===== src/rtl/paddle_ai_pkg.sv =====
// paddle_ai_pkg: shared constants for the computer-player paddle controller.
//   - Key command encodings (active-low up/down pair, same as a human key pair)
//   - FSM state encodings (3-bit, legacy-compatible localparams)
//   - Screen geometry reused from the game configuration
//   - LFSR seed and the aim-jitter helper
package paddle_ai_pkg;

    // Key commands driven into the paddle block.
    localparam logic [1:0] KEY_UP   = 2'b01;
    localparam logic [1:0] KEY_DN   = 2'b10;
    localparam logic [1:0] KEY_IDLE = 2'b11;

    // Controller states.
    localparam logic [2:0] ST_IDLE    = 3'd0;
    localparam logic [2:0] ST_REACT   = 3'd1;
    localparam logic [2:0] ST_HOLD    = 3'd2;
    localparam logic [2:0] ST_MOVE_UP = 3'd3;
    localparam logic [2:0] ST_MOVE_DN = 3'd4;

    // Screen geometry shared with the rest of the game.
    localparam logic [9:0] V_DISP = 10'd480;   // visible lines
    localparam logic [9:0] SLDE_W = 10'd10;    // border (slide) width
    localparam logic [9:0] BODY_L = 10'd40;    // paddle body length

    localparam logic [7:0] LFSR_SEED = 8'hA5;

    // Aim jitter from the low LFSR nibble: -8..+7 px, 5-bit two's complement.
    function automatic logic [4:0] aim_from_lfsr(input logic [7:0] v);
        return {1'b0, v[3:0]} - 5'd8;
    endfunction

    // Raw key command for a state, before the screen-limit guard.
    function automatic logic [1:0] key_for_state(input logic [2:0] st);
        case (st)
            ST_MOVE_UP: return KEY_UP;
            ST_MOVE_DN: return KEY_DN;
            default:    return KEY_IDLE;
        endcase
    endfunction

endpackage


===== src/rtl/lfsr8.sv =====
// lfsr8: 8-bit Fibonacci LFSR, polynomial x^8+x^6+x^5+x^4+1.
//   clk : clock
//   rst : synchronous active-high reset, loads LFSR_SEED
//   adv : advance one step when high
//   q   : current LFSR value
module lfsr8
    import paddle_ai_pkg::*;
(
    input  logic       clk,
    input  logic       rst,
    input  logic       adv,
    output logic [7:0] q
);

    logic fb;

    // Taps at bits 8,6,5,4 of the polynomial map to q[7],q[5],q[4],q[3].
    assign fb = q[7] ^ q[5] ^ q[4] ^ q[3];

    // NOTE: sequential state uses non-blocking assignments so every register
    // samples the pre-edge values regardless of block ordering.
    always_ff @(posedge clk) begin
        if (rst)
            q <= LFSR_SEED;
        else if (adv)
            q <= {q[6:0], fb};
    end

endmodule


===== src/rtl/paddle_ai.sv =====
// paddle_ai: computer-player paddle controller. Watches the ball and the
// paddle position and synthesises the active-low up/down key pair.
//   vga_clk       : system clock
//   sys_rst       : synchronous active-high reset
//   enable        : AI drives the paddle when high
//   guiwei        : round restart pulse, synchronous clear
//   ball_y        : ball top-left y
//   ball_approach : ball moving toward this paddle
//   paddle_y      : paddle top-left y (fed back from body_y)
//   key_out       : 2'b10 down, 2'b01 up, 2'b11 idle (registered)
module paddle_ai
    import paddle_ai_pkg::*;
#(
    parameter logic [21:0] DECIDE_DIV  = 22'd190000,
    parameter logic [3:0]  REACT_TICKS = 4'd3,
    parameter logic [9:0]  DEAD_ZONE   = 10'd6,
    parameter logic [9:0]  STOP_BAND   = 10'd2,
    parameter logic [9:0]  BALL_W      = 10'd10,
    parameter logic        AIM_EN      = 1'b1
)(
    input  logic       vga_clk,
    input  logic       sys_rst,
    input  logic       enable,
    input  logic       guiwei,
    input  logic [9:0] ball_y,
    input  logic       ball_approach,
    input  logic [9:0] paddle_y,
    output logic [1:0] key_out
);

    localparam logic [11:0] HALF_BALL  = {2'b00, BALL_W >> 1};
    localparam logic [11:0] HALF_BODY  = {2'b00, BODY_L >> 1};
    localparam logic [11:0] MID_SCREEN = {2'b00, V_DISP >> 1};
    localparam logic [11:0] Y_MAX      = {2'b00, V_DISP - 10'd1};
    localparam logic [9:0]  DN_LIMIT   = V_DISP - SLDE_W - BODY_L;

    localparam logic signed [10:0] DEAD_HI = $signed({1'b0, DEAD_ZONE});
    localparam logic signed [10:0] DEAD_LO = -DEAD_HI;
    localparam logic signed [10:0] STOP_HI = $signed({1'b0, STOP_BAND});
    localparam logic signed [10:0] STOP_LO = -STOP_HI;

    logic [21:0]        div_cnt;
    logic               tick;
    logic [2:0]         state, state_nxt;
    logic [3:0]         react_cnt;
    logic               approach_q, approach_rise, react_entry;
    logic [7:0]         lfsr_q;
    logic [4:0]         aim_off, aim_next;
    logic [11:0]        target_raw, target, centre;
    logic signed [11:0] err_wide;
    logic signed [10:0] err;
    logic [1:0]         key_nxt;

    assign tick          = (div_cnt == DECIDE_DIV - 22'd1);
    assign approach_rise = ball_approach & ~approach_q;
    // A rise only starts REACT when nothing of higher priority claims the cycle.
    assign react_entry   = approach_rise & enable & ~guiwei;
    assign aim_next      = AIM_EN ? aim_from_lfsr(lfsr_q) : 5'd0;

    lfsr8 u_lfsr (
        .clk (vga_clk),
        .rst (sys_rst),
        .adv (tick),
        .q   (lfsr_q)
    );

    // Target and error. Arithmetic is 12-bit so negative jitter and large
    // paddle positions cannot wrap before clamping/saturation.
    always_comb begin
        // NOTE: every combinational output gets a default first so no path
        // through the block leaves it unassigned (which would infer a latch).
        target_raw = MID_SCREEN;
        if (ball_approach)
            target_raw = {2'b00, ball_y} + HALF_BALL + {{7{aim_off[4]}}, aim_off};

        if (target_raw[11])
            target = '0;
        else if (target_raw > Y_MAX)
            target = Y_MAX;
        else
            target = target_raw;

        centre   = {2'b00, paddle_y} + HALF_BODY;
        err_wide = $signed(target) - $signed(centre);

        if (err_wide < -12'sd1024)
            err = 11'sh400;
        else
            err = err_wide[10:0];
    end

    // Next state: guiwei, then enable, then ball_approach rise, then tick rules.
    always_comb begin
        state_nxt = state;
        if (guiwei)
            state_nxt = enable ? ST_HOLD : ST_IDLE;
        else if (!enable)
            state_nxt = ST_IDLE;
        else if (approach_rise)
            state_nxt = ST_REACT;
        else if (tick) begin
            case (state)
                ST_IDLE:  state_nxt = ST_HOLD;
                ST_REACT: if (react_cnt == REACT_TICKS - 4'd1) state_nxt = ST_HOLD;
                ST_HOLD: begin
                    if (err > DEAD_HI)      state_nxt = ST_MOVE_DN;
                    else if (err < DEAD_LO) state_nxt = ST_MOVE_UP;
                end
                ST_MOVE_DN: begin
                    if (err >= STOP_LO && err <= STOP_HI) state_nxt = ST_HOLD;
                    else if (err < STOP_LO)               state_nxt = ST_MOVE_UP;
                end
                ST_MOVE_UP: begin
                    if (err >= STOP_LO && err <= STOP_HI) state_nxt = ST_HOLD;
                    else if (err > STOP_HI)               state_nxt = ST_MOVE_DN;
                end
                default: state_nxt = ST_IDLE;
            endcase
        end
    end

    // Limit guard masks the command at the screen edges; it never alters state.
    always_comb begin
        key_nxt = key_for_state(state_nxt);
        if (state_nxt == ST_MOVE_DN && paddle_y >= DN_LIMIT)
            key_nxt = KEY_IDLE;
        if (state_nxt == ST_MOVE_UP && paddle_y <= SLDE_W)
            key_nxt = KEY_IDLE;
    end

    always_ff @(posedge vga_clk) begin
        // NOTE: all controller state is reset explicitly; there is no memory
        // array here, so nothing relies on power-up contents.
        if (sys_rst) begin
            div_cnt    <= '0;
            state      <= ST_IDLE;
            react_cnt  <= '0;
            approach_q <= 1'b0;
            aim_off    <= '0;
            key_out    <= KEY_IDLE;
        end else begin
            approach_q <= ball_approach;
            state      <= state_nxt;
            key_out    <= key_nxt;

            if (guiwei || tick)
                div_cnt <= '0;
            else
                div_cnt <= div_cnt + 22'd1;

            if (guiwei || react_entry)
                react_cnt <= '0;
            else if (state == ST_REACT && tick)
                react_cnt <= react_cnt + 4'd1;

            if (react_entry)
                aim_off <= aim_next;
        end
    end

endmodule


===== config.mk =====
export PLATFORM = sky130hd
export DESIGN_NAME = paddle_ai
export DESIGN_NICKNAME = d
export VERILOG_FILES = /design/src/rtl/paddle_ai_pkg.sv /design/src/rtl/lfsr8.sv /design/src/rtl/paddle_ai.sv
export SDC_FILE = /design/constraint.sdc
export NUM_CORES = 1
export LEC_CHECK = 0
export BUFFER_PORTS_ARGS = -buffer_cell sky130_fd_sc_hd__buf_2
export CORE_UTILIZATION = 66
export CTS_CLUSTER_SIZE = 40
export DETAILED_ROUTE_END_ITERATION = 8
export PLACE_DENSITY = 0.86
export SYNTH_ARGS = -nofsm -noshare
export SYNTH_HDL_FRONTEND = slang
export SYNTH_SLANG_ARGS = --single-unit
export TNS_END_PERCENT = 50

===== constraint.sdc =====
create_clock -name vga_clk -period 10.5 [get_ports vga_clk]
set_input_delay 1.575 -clock vga_clk [delete_from_list [all_inputs] [get_ports vga_clk]]
set_output_delay 1.575 -clock vga_clk [all_outputs]
set_load 0.02 [all_outputs]

==> run_results.csv, run 1 <==
group,metric,value,unit
floorplan,num_rows,26,
logic_synthesis,yosys_warnings,0,
timing,fin_crit_sh,63.82,%
logic_synthesis,synth_common_cells,"nor2_1, dfxtp_1, ha_1, nand2_1, a21oi_1",
cts,cts_resized,0,
routing,wl_per_cell,14.11,um
logic_synthesis,yosysMostFrequentCell,"nor2_1",
cells_and_area,final_util,75.39,%
global_routing,grt_pass1_vias,3151,
routing,antenna_left,0,
logic_synthesis,ys_seq_area_share,24.02,%
routing,drc,0,
global_routing,grt_use_total,27.81,%
power,power_density,124.8,mW/mm^2
timing,skew,0.007158,ns
timing,maxSlewViolCount,0,
cells_and_area,nNetsFinal,540,
timing,tightest_slew,0.7383,ns
floorplan,ioPinCount,27,
routing,drt_iter0_markers,207,
logic_synthesis,synthTopCellsByArea,"dfxtp_1, ha_1, nor2_1",
logic_synthesis,synth_enable_flop_cells,0,
cts,postCtsSetupBuffers,0,
global_routing,grt_max_degree,23,
timing,final.min_clock_period,6.701,ns
place,detailed_place_hpwl,5929,um
cells_and_area,regArea,880.8,sq um
global_routing,overflow,0,
logic_synthesis,avgSynthCellArea,8.025,sq um
timing,rsz0062_at_grt,"no",
timing,fin_tns_setup,0,ns
cts,htreeDepth,2,
setup_path,critPathArrivalTime,6.88,ns
floorplan,initial_core_util,70.02,%
logic_synthesis,netlist_area,0.003667,sq mm
floorplan,dieArea,0.005858,sq mm
global_routing,antenna_found_initial,0,
floorplan,core,0.005238,sq mm
global_routing,grt_pass1_wl,13340,um
setup_path,crit_type,"in -> reg",
timing,holdWs,0.4562,ns
place,placed_area,0.003827,sq mm
logic_synthesis,synth_ff_type,"dfxtp_1",
logic_synthesis,syn_inst,457,
power,irDropWorstVdd,0.09686,mV
place,place.port_buffers,26,
routing,drt-total-wl,7733,um
cts,root_buffer,"clkbuf_8",
cts,cts_tree,"yes",
cts,cts_hold_buf,0,
timing,final_hold_viol_count,0,
logic_synthesis,yosysTopAreaCell,"dfxtp_1",
setup_path,worstPathRequired,10.68,ns
timing,max_freq,149.2,MHz
routing,vias,3345,
cells_and_area,area_growth,7.677,%
place,gp_congestion,0.9473,
cts,cts.sinks,44,
cells_and_area,fill_cells,400,
setup_path,setup.worst_path.end_class,"flop",
cells_and_area,multi_input_comb_area,0.002643,sq mm
routing,via_per_inst,6.104,
cells_and_area,stdcell_area,0.003949,sq mm
logic_synthesis,synthDistinctLibCells,68,
routing,dr.pass1.iters,5,
cts,cts_buffers,5,
cells_and_area,drive_gt1_share,9.414,%
timing,slew_headroom,50.78,%
floorplan,die_h,76.54,um
setup_path,path_max_fanout,9,
cells_and_area,antenna_cells,0,
timing,setup_viol,0,
cts,max-clock-path-buffers,2,
logic_synthesis,netlist.area_leader.share,24.02,%
power,power,0.4927,mW
job,maxCapViolCount,0,
logic_synthesis,ys_ff_latch,44,
min_path,hp-class,"reg -> reg",
cts,insertion_delay,0.30,ns
setup_path,start_kind,"input port",
cts,clk_pin_slew,0.09,ns
run_status,outcome,"finished clean",
power,power_leakage,1.635,nW
logic_synthesis,async_flop_share,0,%
floorplan,die_w,76.54,um
==> stage by stage <==
stage	worst slack, ns	cells
2_1_floorplan	4.012	458
3_3_place_gp	3.705	540
3_5_place_dp	3.559	540
4_1_cts	3.863	548
5_1_grt	3.406	548
6_report	3.799	548
==> critical path, stage by stage <==
cell       delay [ns]
buf_2            0.10
ha_1             0.29
ha_1             0.23
fa_1             0.41
a21o_1           0.17
a21oi_1          0.26
o21ai_1          0.12
a31oi_1          0.28
o21bai_1         0.10
a21oi_1          0.17
xnor2_1          0.09
and2_1           0.26
a21o_1           0.19
ha_1             0.20
fa_1             0.40
and2b_1          0.26
o2111ai_2        0.19
and3b_1          0.24
or4_1            0.52
o41ai_2          0.33
a221oi_2         0.12
nor4_2           0.29
nand3b_1         0.11
==> final timing paths <==
path / startpoint / to / slack [ns] / cells after the start
min: div_cnt[0] / div_cnt[0] / 0.46 / 1
max reg2reg: aim_off[3] / key_out[0] / 4.85 / 21
max: ball_y[1] / key_out[0] / 3.80 / 23
min reg2reg: div_cnt[0] / div_cnt[0] / 0.46 / 1
==> report_power, final <==
group / switching [mW] / internal, mW / total (mW)
sequential: 0.00169 / 0.168 / 0.170
combinational: 0.111 / 0.0741 / 0.185
clock: 0.0604 / 0.0779 / 0.138
==> layout by cell type, fill, tap and decap left out, drive strengths merged, types with 4 or more instances in the layout <==
| cell type | instances |
|---|---|
| a211o | 7 |
| a211oi | 5 |
| a21o | 8 |
| a21oi | 26 |
| a31oi | 7 |
| and2 | 6 |
| and3 | 14 |
| buf | 26 |
| clkbuf | 6 |
| dfxtp | 44 |
| ha | 36 |
| inv | 23 |
| mux2i | 10 |
| nand2 | 27 |
| nand2b | 8 |
| nand3 | 12 |
| nand4 | 8 |
| nor2 | 59 |
| nor2b | 8 |
| nor3 | 11 |
| nor4 | 7 |
| o2111ai | 4 |
| o21ai | 13 |
| o21bai | 5 |
| or4 | 4 |
| xnor2 | 19 |
| xor2 | 23 |
==> state kept, by name (all words and copies together) (netlist names) <==
name / cells
aim_off: 4
div_cnt: 22
approach_q: 1
react_cnt: 4
u_lfsr.q: 8
state: 3
key_out: 2
==> routing by layer <==
layer  GRT usage [%]  vias up  wire length, um
li1                -     1690                -
met1           35.46     1536             3668
met2           47.12      103             3608
met3           5.629       16              305
met4           8.269        0              151
met5               0        -                0
==> cell families after synthesis <==
group / count (synthesis) / synth area share, %
AOI/OAI and AO/OA: 100 / 19.07
adders and majority gates: 38 / 13.37
DFF: 44 / 24.02
other: 1 / 0.1023
and+or+nand+nor: 185 / 26.65
buffers and inverters: 37 / 4.026
xor gates and xnor gates: 42 / 10.03
muxes: 10 / 2.730
==> layout make-up <==
| class | instances | share of cell area [%] |
|---|---|---|
| clock buffers | 6 | 2.091 |
| clock inverters | 2 | 0.9823 |
| inverters | 23 | 2.186 |
| multi-input cells | 377 | 66.92 |
| flip-flops and latches | 44 | 22.31 |
| well taps | 70 | 2.218 |
| repair buffers | 26 | 3.295 |
No activity file was read; power rests on OpenSTA's default activity.
==> inputs of run 2 (changes only) <==
CORE_UTILIZATION = 55   (was 66)
PLACE_DENSITY = 0.77   (was 0.86)
clock period = 6.1 ns   (was 10.5 ns; I/O delays follow)
==> run 2 against run 1 <==
Compared with the run above:
- combinational power up 75%
- hold slack worse by 0.0033 ns
- clock power up 71%
- first-iteration DRC count down 17%
- largest cell class unchanged
- highest routed layer unchanged
==> run_results.csv, run 2 (same netlist as run 1, synthesis figures left out) <==
group,metric,value,unit
setup_path,start_kind,"input port",
floorplan,num_rows,29,
setup_path,timing.rr.end,"key_out[0]",
routing,wl_per_cell,13.84,um
setup_path,crit_type,"in -> reg",
cells_and_area,largest_register_ffs,22,
cts,cts_tree,"yes",
power,power_leakage,1.659,nW
run_status,outcome,"finished clean",
cells_and_area,mostFrequentLayoutCells,"nor2_1, dfxtp_1, ha_1, nand2_1, buf_2",
routing,drt-total-wl,7739,um
global_routing,grt_use_total,23.18,%
min_path,min_path_cells,1,
cells_and_area,nNetsFinal,544,
cts,root_buffer,"clkbuf_8",
timing,final.min_clock_period,5.861,ns
setup_path,r2r_cells,21,
routing,via_per_inst,5.905,
floorplan,ioPinCount,27,
global_routing,grt_pass1_vias,3072,
setup_path,ff2ff_setup_slack,0.60,ns
cells_and_area,antenna_cells,0,
setup_path,critPathArrivalTime,6.05,ns
timing,fin_crit_sh,96.09,%
routing,drt_iter0_markers,172,
timing,final_hold_viol_count,0,
timing,tightest_slew,0.7398,ns
setup_path,cp_num_buf_inv,1,
cells_and_area,final_util,62.99,%
cts,cts_buffers,5,
timing,slew_headroom,50.68,%
timing,setup_viol,0,
timing,skew,0.005732,ns
setup_path,path_delay_family,"simple AND/OR/NAND/NOR gates",
place,detailed_place_hpwl,5954,um
cells_and_area,largest_registers,"div_cnt: 22 flops, u_lfsr.q: 8 flops",
setup_path,r2r_start,"aim_off[3]",
place,gp_congestion,0.8653,
power,irDropWorstVdd,0.1845,mV
cts,clk_pin_slew,0.09,ns
global_routing,grt_pass1_wl,13590,um
power,power_density,211.9,mW/mm^2
floorplan,initial_core_util,57.43,%
cts,insertion_delay,0.30,ns
floorplan,core,0.006386,sq mm
routing,antenna_left,0,
setup_path,path_max_fanout,6,
place,place.port_buffers,26,
setup_path,path_cells,"buf_2, ha_1, ha_1, fa_1, a21o_1, a21oi_2, o21bai_1, a21oi_1, nand4bb_1, o31a_1, a41oi_2, and2_1, a21o_1, ha_1, fa_1, and2b_1, o2111ai_2, and3b_1, or4_1, o41ai_2, a221oi_2, nor4_2, nand3b_1",
timing,max_freq,170.6,MHz
timing,holdWs,0.4529,ns
floorplan,die_h,83.66,um
global_routing,antenna_found_initial,0,
global_routing,overflow,0,
cells_and_area,final_common_cell,"nor2_1",
floorplan,dieArea,0.006998,sq mm
routing,dr.pass1.iters,5,
setup_path,critPathMaxStageDelay,0.52,ns
setup_path,path_common_cell,"ha_1",
routing,vias,3301,
min_path,hp-class,"reg -> reg",
cells_and_area,drive_gt1_share,11.62,%
cts,cts.sinks,44,
cells_and_area,area_growth,9.690,%
job,maxCapViolCount,0,
power,power,0.8524,mW
global_routing,grt_max_degree,23,
min_path,whs_endpoint,"div_cnt[0]",
cells_and_area,fill_cells,587,
setup_path,setup.worst_path.end_class,"flop",
cts,max-clock-path-buffers,2,
min_path,min_from,"div_cnt[0]",
floorplan,die_w,83.66,um
setup_path,crit_slowest_cell,"or4_1",
setup_path,worstPathRequired,6.28,ns
cells_and_area,largest-register,"div_cnt",
timing,maxSlewViolCount,0,
cts,cts_hold_buf,0,
routing,drc,0,
cts,htreeDepth,2,
==> run 2: report_power, final <==
| group | total (mW) | leakage [nW] | switching (mW) | internal (mW) |
|---|---|---|---|---|
| clock | 0.236 | 0.0614 | 0.102 | 0.134 |
| sequential | 0.292 | 0.356 | 0.00290 | 0.289 |
| combinational | 0.324 | 1.24 | 0.190 | 0.134 |
| total | 0.852 | 1.66 | 0.295 | 0.558 |
==> run 2: per-stage QoR <==
step           cell area (sq um)  setup TNS (ns)  worst slack (ns)  instances
2_1_floorplan               3671               0            0.2720        458
3_3_place_gp                3866        -0.04898          -0.04898        551
3_5_place_dp                3866         -0.2802           -0.1296        551
4_1_cts                     3988               0            0.1723        559
5_1_grt                     4023        -0.01126          -0.01126        559
6_report                    4023               0            0.2386        559
==> run 2: area by class of cell <==
type	count	area (sq um)	area share, %
multi-input cells	377	2678	66.56
flip-flops and latches	44	880.8	21.90
repair buffers	30	160.2	3.981
well taps	77	96.34	2.395
inverters	23	86.33	2.146
clock buffers	6	82.58	2.053
clock inverters	2	38.79	0.9642
==> run 2: routing by layer <==
layer  wire [um]  GRT usage [%]  vias to the layer above
met2        3562          38.65                       74
li1            -              -                     1689
met1        3807          31.18                     1527
met5           0              0                        -
met3         286          3.660                       11
met4          82          6.009                        0
==> run 2: worst max-delay path by stage <==
stage | start | to | slack [ns] | depth (start not counted)
after global placement | ball_y[1] | key_out[1] | -0.05 | 23
after CTS | ball_y[1] | key_out[1] | 0.17 | 23
after detailed placement | ball_y[1] | key_out[1] | -0.13 | 23
after global routing | ball_y[1] | key_out[0] | -0.01 | 23
after floorplan | ball_y[1] | key_out[0] | 0.27 | 23
final | ball_y[1] | key_out[0] | 0.24 | 23
==> run 2: what timing repair did <==
action                                  CTS  global route
endpoints found under the setup margin    0             5
resized for setup                         0             8
setup buffers                             0             0
==> inputs of run 3 (changes only) <==
SYNTH_HIERARCHICAL = 1   (was default)
==> run 3 against run 2 <==
Compared with the run above:
- non-clock buffer count increased by 9
- synthesized area shrank 1.4%
- highest routed layer unchanged
- combinational power shrank 10%
- largest cell class unchanged
- critical path type unchanged
- clock-buffer cell count shrank 1
- largest power group is now sequential cells
==> run_results.csv, run 3 <==
group,metric,value,unit
run_status,outcome,"finished clean",
routing,drt_iter0_markers,129,
setup_path,cp_num_buf_inv,3,
setup_path,timing.rr.end,"key_out[1]",
cts,cts.sinks,44,
power,irDropWorstVdd,0.1597,mV
timing,maxSlewViolCount,0,
cells_and_area,antenna_cells,0,
setup_path,start_kind,"input port",
setup_path,ff2ff_setup_slack,0.37,ns
logic_synthesis,synthXorXnorAreaFrac,10.90,%
cells_and_area,largest-register,"div_cnt",
setup_path,worstPathRequired,6.29,ns
setup_path,setup.worst_path.end_class,"flop",
setup_path,path_delay_family,"compound AO/OA/AOI/OAI gates",
cells_and_area,fill_cells,537,
timing,final.min_clock_period,5.960,ns
routing,drc,0,
timing,skew,0.01026,ns
cts,clk_pin_slew,0.08,ns
min_path,hp-class,"reg -> reg",
global_routing,grt_use_total,23.33,%
setup_path,crit_type,"in -> reg",
cts,insertion_delay,0.30,ns
setup_path,r2r_cells,24,
power,power,0.8008,mW
routing,vias,3282,
floorplan,core,0.006350,sq mm
cells_and_area,mostFrequentLayoutCells,"nor2_1, dfxtp_1, ha_1, buf_2, nand2_1",
logic_synthesis,yosysMostFrequentCell,"nor2_1",
routing,wl_per_cell,14.50,um
routing,via_per_inst,5.978,
cts,cts_tree,"yes",
place,placed_area,0.003875,sq mm
logic_synthesis,synthTopCellsByArea,"dfxtp_1, ha_1, nor2_1",
logic_synthesis,netlist.area_leader.share,24.37,%
routing,dr.pass1.iters,4,
floorplan,num_rows,29,
logic_synthesis,synth_common_cells,"nor2_1, dfxtp_1, ha_1, nand2_1, xor2_1",
cells_and_area,multi_input_comb_area,0.002719,sq mm
logic_synthesis,yosysTopAreaCell,"dfxtp_1",
floorplan,die_w,83.07,um
cells_and_area,largest_register_ffs,22,
timing,slew_headroom,31.39,%
logic_synthesis,avgSynthCellArea,8.310,sq um
cells_and_area,regArea,880.8,sq um
cts,cts_buffers,5,
global_routing,grt_pass1_vias,3096,
logic_synthesis,synth_ff_type,"dfxtp_1",
place,place.port_buffers,26,
floorplan,ioPinCount,27,
logic_synthesis,synthMuxAreaShare,2.769,%
min_path,min_path_cells,1,
logic_synthesis,netlist_area,0.003615,sq mm
setup_path,r2r_start,"aim_off[3]",
job,maxCapViolCount,0,
logic_synthesis,synth_compound_area_share,20.63,%
setup_path,critPathMaxStageDelay,0.49,ns
cells_and_area,drive_gt1_share,17.37,%
logic_synthesis,yosys_warnings,6,
logic_synthesis,syn_inst,435,
timing,tightest_slew,1.022,ns
timing,max_freq,167.8,MHz
power,power_leakage,1.639,nW
logic_synthesis,synth_top_family_by_area,"simple AND/OR/NAND/NOR gates",
global_routing,antenna_found_initial,0,
cells_and_area,area_growth,13.91,%
cts,root_buffer,"clkbuf_8",
place,gp_congestion,0.8482,
setup_path,crit_slowest_cell,"or4_4",
min_path,whs_endpoint,"div_cnt[0]",
timing,fin_crit_sh,97.70,%
routing,antenna_left,0,
cells_and_area,final_common_cell,"nor2_1",
min_path,min_from,"div_cnt[0]",
setup_path,path_max_fanout,6,
global_routing,overflow,0,
logic_synthesis,synth-adder-area-share,13.57,%
logic_synthesis,synth-simple-area-share,23.92,%
cells_and_area,nNetsFinal,534,
cells_and_area,stdcell_area,0.004118,sq mm
global_routing,grt_max_degree,23,
logic_synthesis,async_flop_share,0,%
global_routing,grt_pass1_wl,13480,um
logic_synthesis,ys_ff_latch,44,
logic_synthesis,ys_seq_area_share,24.37,%
place,detailed_place_hpwl,6128,um
logic_synthesis,synthDistinctLibCells,67,
timing,setup_viol,0,
cts,max-clock-path-buffers,2,
logic_synthesis,synth_enable_flop_cells,0,
cts,htreeDepth,2,
timing,final_hold_viol_count,0,
floorplan,dieArea,0.006901,sq mm
cells_and_area,largest_registers,"div_cnt: 22 flops, u_lfsr/q: 8 flops",
floorplan,initial_core_util,56.93,%
power,power_density,194.5,mW/mm^2
setup_path,critPathArrivalTime,6.15,ns
floorplan,die_h,83.07,um
timing,holdWs,0.4691,ns
routing,drt-total-wl,7963,um
setup_path,path_common_cell,"ha_1",
==> run 3: where the power goes <==
group / total (mW) / switching (mW) / internal (mW)
logic: 0.290 / 0.162 / 0.128
clock network: 0.218 / 0.0973 / 0.121
registers: 0.293 / 0.00316 / 0.289
==> run 3: what timing repair did <==
action                                  4_1_cts  5_1_grt
buffers inserted                              0        2
hold buffers                                  0        0
endpoints found under the setup margin        1        4
gates cloned                                  0        0
pin swaps                                     0       10
gates resized for setup                       1       24
==> run 3: worst max path at each step <==
stage	startpoint	endpoint	slack, ns	cells past startpoint
6_report	ball_y[1]	key_out[1]	0.14	26
5_1_grt	ball_y[1]	key_out[1]	-0.03	26
4_1_cts	ball_y[1]	key_out[1]	0.01	24
3_5_place_dp	ball_y[1]	key_out[1]	-0.32	24
3_3_place_gp	ball_y[1]	key_out[1]	-0.18	24
2_1_floorplan	ball_y[1]	key_out[0]	0.32	23
==> run 3: worst reg2reg max path: cells and delay by family (launching register included) <==
kind | cells | cell delay (ns)
flip-flops | 1 | 0.65
adder cells (fa/ha/maj) | 4 | 1.13
XOR/XNOR | 1 | 0.16
AO/OA/AOI/OAI | 11 | 2.32
AND/OR/NAND/NOR | 6 | 1.05
buffers and inverters | 2 | 0.32
==> run 3: cells by family after synthesis <==
family | after synthesis
other | 1
DFF | 44
buffers and inverters | 33
xor gates and xnor gates | 45
muxes | 10
AOI/OAI and AO/OA | 102
and+or+nand+nor | 162
adders and majority gates | 38
==> run 3: cell type report <==
class	count	area share, %
multi-input cells	359	66.03
flip-flops and latches	44	21.39
repair buffers	39	5.530
well taps	77	2.340
inverters	22	2.005
clock buffers	5	1.671
clock inverters	3	1.033
==> run 3: through the flow <==
stage | cells | setup WS, ns | util [%] | setup TNS, ns
2_1_floorplan | 436 | 0.3152 | - | 0
3_3_place_gp | 539 | -0.1817 | 61.02 | -0.1817
3_5_place_dp | 539 | -0.3221 | 61.02 | -0.4053
4_1_cts | 547 | 0.009962 | 62.92 | 0
5_1_grt | 549 | -0.03416 | 64.85 | -0.03416
6_report | 549 | 0.1404 | 64.85 | 0
==> run 3: routing by layer <==
layer | global-route usage (%) | share of wire [%]
met1 | 28.13 | 44
met2 | 42.85 | 51
met3 | 2.982 | 3.9
met4 | 7.053 | 1.1
met5 | 0 | 0
